[src/rtl/imm_encoder.sv]
// Packs a 32-bit constant into the 24-bit immediate field for a given class.
// IMM_ENC_FAST_EN selects a single-cycle parallel DP rotation search.
module imm_encoder #(
  parameter int ROT_LIMIT = 16
) (
  input  logic        clk,
  input  logic        reset,
  input  logic        start,
  input  logic [31:0] value,
  input  logic [1:0]  imm_src,
  output logic        busy,
  output logic        done,
  output logic        ok,
  output logic [23:0] imm
);

  localparam logic [1:0] S_IDLE   = 2'd0;
  localparam logic [1:0] S_SEARCH = 2'd1;
  localparam logic [1:0] S_DONE   = 2'd2;

  logic [1:0]  state;
  logic [31:0] val_q;
  logic [1:0]  src_q;
  logic [31:0] cand;
  logic        dp_fin;
  logic        dp_hit;
  logic [3:0]  dp_rot;
  logic [7:0]  dp_byte;
  logic        fin;
  logic        res_ok;
  logic [23:0] res_imm;

  function automatic logic [31:0] rotl2(
    input logic [31:0] v,
    input logic [3:0]  r
  );
    logic [5:0] sh;
    sh = {1'b0, r, 1'b0};
    return (v << sh) | (v >> (6'd32 - sh));
  endfunction

`ifdef IMM_ENC_FAST_EN
  // Scan high to low so the smallest hitting rotation is the one kept.
  always_comb begin
    cand    = '0;
    dp_hit  = 1'b0;
    dp_rot  = '0;
    dp_byte = '0;
    dp_fin  = 1'b1;
    for (int i = ROT_LIMIT - 1; i >= 0; i--) begin
      cand = rotl2(val_q, 4'(i));
      if (cand[31:8] == 24'd0) begin
        dp_hit  = 1'b1;
        dp_rot  = 4'(i);
        dp_byte = cand[7:0];
      end
    end
  end
`else
  localparam logic [3:0] ROT_LAST = 4'(ROT_LIMIT - 1);

  logic [3:0] rot;

  always_comb begin
    cand    = rotl2(val_q, rot);
    dp_hit  = (cand[31:8] == 24'd0);
    dp_rot  = rot;
    dp_byte = cand[7:0];
    dp_fin  = dp_hit || (rot == ROT_LAST);
  end
`endif

  always_comb begin
    fin     = 1'b1;
    res_ok  = 1'b0;
    res_imm = '0;
    unique case (1'b1)
      (src_q == 2'b00): begin
        fin     = dp_fin;
        res_ok  = dp_hit;
        res_imm = {12'b0, dp_rot, dp_byte};
      end
      (src_q == 2'b01): begin
        res_ok  = (val_q[31:12] == 20'd0);
        res_imm = {12'b0, val_q[11:0]};
      end
      (src_q == 2'b10): begin
        res_ok  = (val_q[1:0] == 2'b00) &&
                  ((val_q[31:25] == 7'd0) || (&val_q[31:25]));
        res_imm = val_q[25:2];
      end
      (src_q == 2'b11): begin
        res_ok  = (val_q[31:5] == 27'd0);
        res_imm = {12'b0, val_q[4:0], 7'b0};
      end
      default: ;
    endcase
  end

  assign busy = (state == S_SEARCH);
  assign done = (state == S_DONE);

  always_ff @(posedge clk) begin
    if (reset) begin
      state <= S_IDLE;
      val_q <= '0;
      src_q <= '0;
      ok    <= 1'b0;
      imm   <= '0;
`ifndef IMM_ENC_FAST_EN
      rot   <= '0;
`endif
    end else begin
      unique case (state)
        S_IDLE: begin
          if (start) begin
            val_q <= value;
            src_q <= imm_src;
`ifndef IMM_ENC_FAST_EN
            rot   <= '0;
`endif
            state <= S_SEARCH;
          end
        end
        S_SEARCH: begin
          if (fin) begin
            ok    <= res_ok;
            imm   <= res_ok ? res_imm : 24'd0;
            state <= S_DONE;
          end
`ifndef IMM_ENC_FAST_EN
          else begin
            rot <= rot + 4'd1;
          end
`endif
        end
        S_DONE:  state <= S_IDLE;
        default: state <= S_IDLE;
      endcase
    end
  end

endmodule

[config.mk]
export PLATFORM = sky130hd
export DESIGN_NAME = imm_encoder
export DESIGN_NICKNAME = d
export VERILOG_FILES = /design/src/rtl/imm_encoder.sv
export SDC_FILE = /design/constraint.sdc
export NUM_CORES = 1
export LEC_CHECK = 0
export BUFFER_PORTS_ARGS = -buffer_cell sky130_fd_sc_hd__buf_4
export CAP_MARGIN = 20
export CORE_UTILIZATION = 55
export DETAILED_ROUTE_END_ITERATION = 10
export PLACE_DENSITY = 0.77
export SLEW_MARGIN = 20
export SYNTH_ARGS = -nofsm -noshare
export SYNTH_HDL_FRONTEND = slang
export SYNTH_SLANG_ARGS = --single-unit
[constraint.sdc]
create_clock -name clk -period 5.1 [get_ports clk]
set_input_delay 0.51 -clock clk [delete_from_list [all_inputs] [get_ports clk]]
set_output_delay 0.51 -clock clk [all_outputs]
set_load 0.01 [all_outputs]
==> results.toml <==
[setup_path]
critical_path.max_stage_delay_ns = 0.63
critPathBufInv = 1
path_cells = "buf_4 -> mux4_2 -> or4_4 -> a2111oi_2 -> a211oi_1 -> a2111oi_4 -> nand2_1 -> o21ai_2 -> a22o_1"
worst-r2r-setup-slack_ns = 1.16
critical-path-top-delay-family = "compound AO/OA/AOI/OAI gates"
worst_path_max_delay_cell = "sky130_fd_sc_hd__buf_4"
req_time_crit_path_ns = 5.39
timing.critical_path.to_type = "flip-flop"
crit_arrival_ns = 4.24
cp_startpoint_kind = "flip-flop"
worstPathMaxFanout = 72
worst-setup-path-type = "reg -> reg"

[yosys]
synthDistinctLibCells = 59
syn_inst = 580
async_flop_share = 0
average_cell_area_after_synthesis_um2 = 7.971
synth_top_flop_cell = "sky130_fd_sc_hd__dfxtp_1"
syn-cell-area_mm2 = 0.004623
synth_sequential_area_ratio = 0.2815
number_of_synthesized_register_bits = 65
synth_edf_count = 0
mappedNetlistNets = 619
synth_top_cells_by_area = "sky130_fd_sc_hd__dfxtp_1, sky130_fd_sc_hd__mux4_2, sky130_fd_sc_hd__nand2_1, sky130_fd_sc_hd__mux2i_1, sky130_fd_sc_hd__a21oi_1"
synth_largest_type_area_fraction = 0.2815
ys_warn_count = 0
synth_area_leader_cell = "sky130_fd_sc_hd__dfxtp_1"

[cells_and_area]
layout.cells.most_common = "sky130_fd_sc_hd__nand2_1"
most-common-layout-cells = "sky130_fd_sc_hd__nand2_1, sky130_fd_sc_hd__buf_4, sky130_fd_sc_hd__dfxtp_1"
layout-drive-gt1-share = 0.2064
synthToLayoutAreaGrowth_pct = 12.29
finish.net_count = 630
antenna_cells = 0

[global_route]
first_pass_grt_wire_length_um = 21620
global_route.usage.total = 0.3225
grt_max_degree = 73
antenna_found_initial = 0
grt_pass1_vias = 4142
grt_overflow_total = 0

[clock_tree]
tritoncts_clock_tree = "yes"
cts.root.buffer_cell = "sky130_fd_sc_hd__clkbuf_8"
cts-hold-fix-buffers = 0
cts_post_setup_buffers_inserted = 0
insertion_delay_to_the_later_sink_of_the_worst_skew_pair_ns = 0.35
cts.sink_count = 65
cts_buffer_depth = 2
cts_resized = 0
path_clk_slew_ns = 0.08
ctsHtreeMaxLevel = 3
cts-buffers-inserted = 9

[power_and_ir_drop]
intPower_mw = 0.8983
combPwrFrac = 0.283
p_leak_nw = 1.889
power_density_mw_per_mm2 = 269.9
p_seq_frac = 0.424
ir_drop_mv = 0.1534
p_sw_mw = 0.5027
net_switching_share_of_the_total_power = 0.3588
pwr-share-clk = 0.294
totalPowerFinal_mw = 1.401

[sta]
timing.final.hold_violations = 0
max_freq_mhz = 253.6
worst-slew-pin-transition_ns = 1.058
rsz0062_at_grt = "no"
slew_headroom = 0.2927
final.period_utilization = 0.7732
clock_skew_ns = 0.009493
setup-violations-final = 0
final.min_clock_period_ns = 3.943
slew_viol_final = 0
tns_ns = 0

[floorplanning]
die_width_um = 93.69
die_h_um = 93.69
start_util = 0.5655
design.die.area_mm2 = 0.008777
io-pin-count = 64
design.core.area_mm2 = 0.008175
core.rowCount = 33

[place]
detailedPlacementHpwl_um = 9364
placer_congestion = 0.9523
placement.io_buffers = 63

[route]
totalWireLength_um = 13670
dr.first_iter.drc_count = 555
final_antenna_net_count = 0
first_pass_iters = 5
routed_wire_length_per_instance_um = 19.50
mean_number_of_vias_per_cell = 6.629
post-route-drc-count = 0
vias = 4647

[outcome]
outcome = "finished clean"

[run]
max-cap-violations = 0

[worst_hold_path]
worstHoldPathType = "in -> reg"
[per-layer routing]
| layer | share of wire | wire [um] | up-vias | GRT usage |
|---|---|---|---|---|
| li1 | - | - | 2149 | - |
| met1 | 0.42 | 5755 | 2175 | 0.4382 |
| met2 | 0.45 | 6209 | 281 | 0.4939 |
| met3 | 0.098 | 1342 | 42 | 0.06311 |
| met4 | 0.026 | 361 | 0 | 0.1436 |
| met5 | 0 | 0 | - | 0 |
[Yosys cell counts, types with 7 or more instances]
cell type                    n
sky130_fd_sc_hd__dfxtp_1    65
sky130_fd_sc_hd__a211oi_1    7
sky130_fd_sc_hd__nor3b_1     9
sky130_fd_sc_hd__nand3_1     9
sky130_fd_sc_hd__buf_1       9
sky130_fd_sc_hd__clkbuf_1   52
sky130_fd_sc_hd__o211ai_1   11
sky130_fd_sc_hd__a21oi_1    50
sky130_fd_sc_hd__a22o_1     24
sky130_fd_sc_hd__nor4_1     15
sky130_fd_sc_hd__nand2b_1    8
sky130_fd_sc_hd__o21ai_0    22
sky130_fd_sc_hd__mux4_2     21
sky130_fd_sc_hd__nor2b_1    11
sky130_fd_sc_hd__nor2_1     34
sky130_fd_sc_hd__nor3_1     13
sky130_fd_sc_hd__mux2_2      8
sky130_fd_sc_hd__nand2_1   100
sky130_fd_sc_hd__mux2i_1    26
[area by class of cell]
type                       instances  area [um^2]
clock buffer                      10        137.6
clock inverter                     6        43.79
fill                             714         2984
inverter                           7        26.28
multi-input combinational        437         3004
sequential                        65         1303
tap                              105        131.4
timing repair buffer              71        545.5
[power by group through the flow]
stage	Combinational (mW)	Clock (mW)	Sequential (mW)
after global placement	0.380	0	0.600
after detailed placement	0.386	0	0.600
after global routing	0.432	0.441	0.596
after CTS	0.389	0.417	0.588
final	0.396	0.412	0.594
after floorplan	0.334	0	0.549
[worst min-delay path, cell delays in order]
cell	delay, ns
sky130_fd_sc_hd__buf_4	0.11
sky130_fd_sc_hd__nand2_1	0.04
sky130_fd_sc_hd__a21oi_1	0.05
[metrics by stage]
step	cell area [um^2]	setup slack (ns)	instances	utilization	hold WS, ns
6_report	5191	1.157	701	0.6350	0.3955
2_1_floorplan	4623	1.110	580	-	0.4955
4_1_cts	5182	1.166	701	0.6339	0.3938
5_1_grt	5191	0.8777	701	0.6350	0.3961
3_5_place_dp	5001	1.169	685	0.6117	0.4700
3_3_place_gp	5001	1.224	685	0.6117	0.4640
[worst paths after layout]
| path | start | to | cells after the start |
|---|---|---|---|
| worst min register to register | imm[14]$_SDFFE_PP0P_ | imm[14]$_SDFFE_PP0P_ | 1 |
| worst max-delay path | dp_rot[0]$_SDFFE_PP0P_ | imm[10]$_SDFFE_PP0P_ | 9 |
| worst max register to register | dp_rot[0]$_SDFFE_PP0P_ | imm[10]$_SDFFE_PP0P_ | 9 |
| worst min-delay path | value[27] | val_q[27]$_SDFFE_PP0P_ | 3 |
[flip-flops by register name, summed over array words and instances (netlist names)]
signal,cells
dp_rot,4
src_q,2
state,2
imm,24
val_q,32
ok,1
[logic make-up after synthesis]
kind of cell	Yosys count	share of synthesized area
buffers and inverters	78	0.07064
multiplexers	55	0.1781
XOR/XNOR	2	0.003790
AO/OA/AOI/OAI	161	0.2398
adder cells (fa/ha/maj)	2	0.005412
flip-flops	65	0.2815
AND/OR/NAND/NOR	217	0.2208
Power figures use the tool's default switching activity.
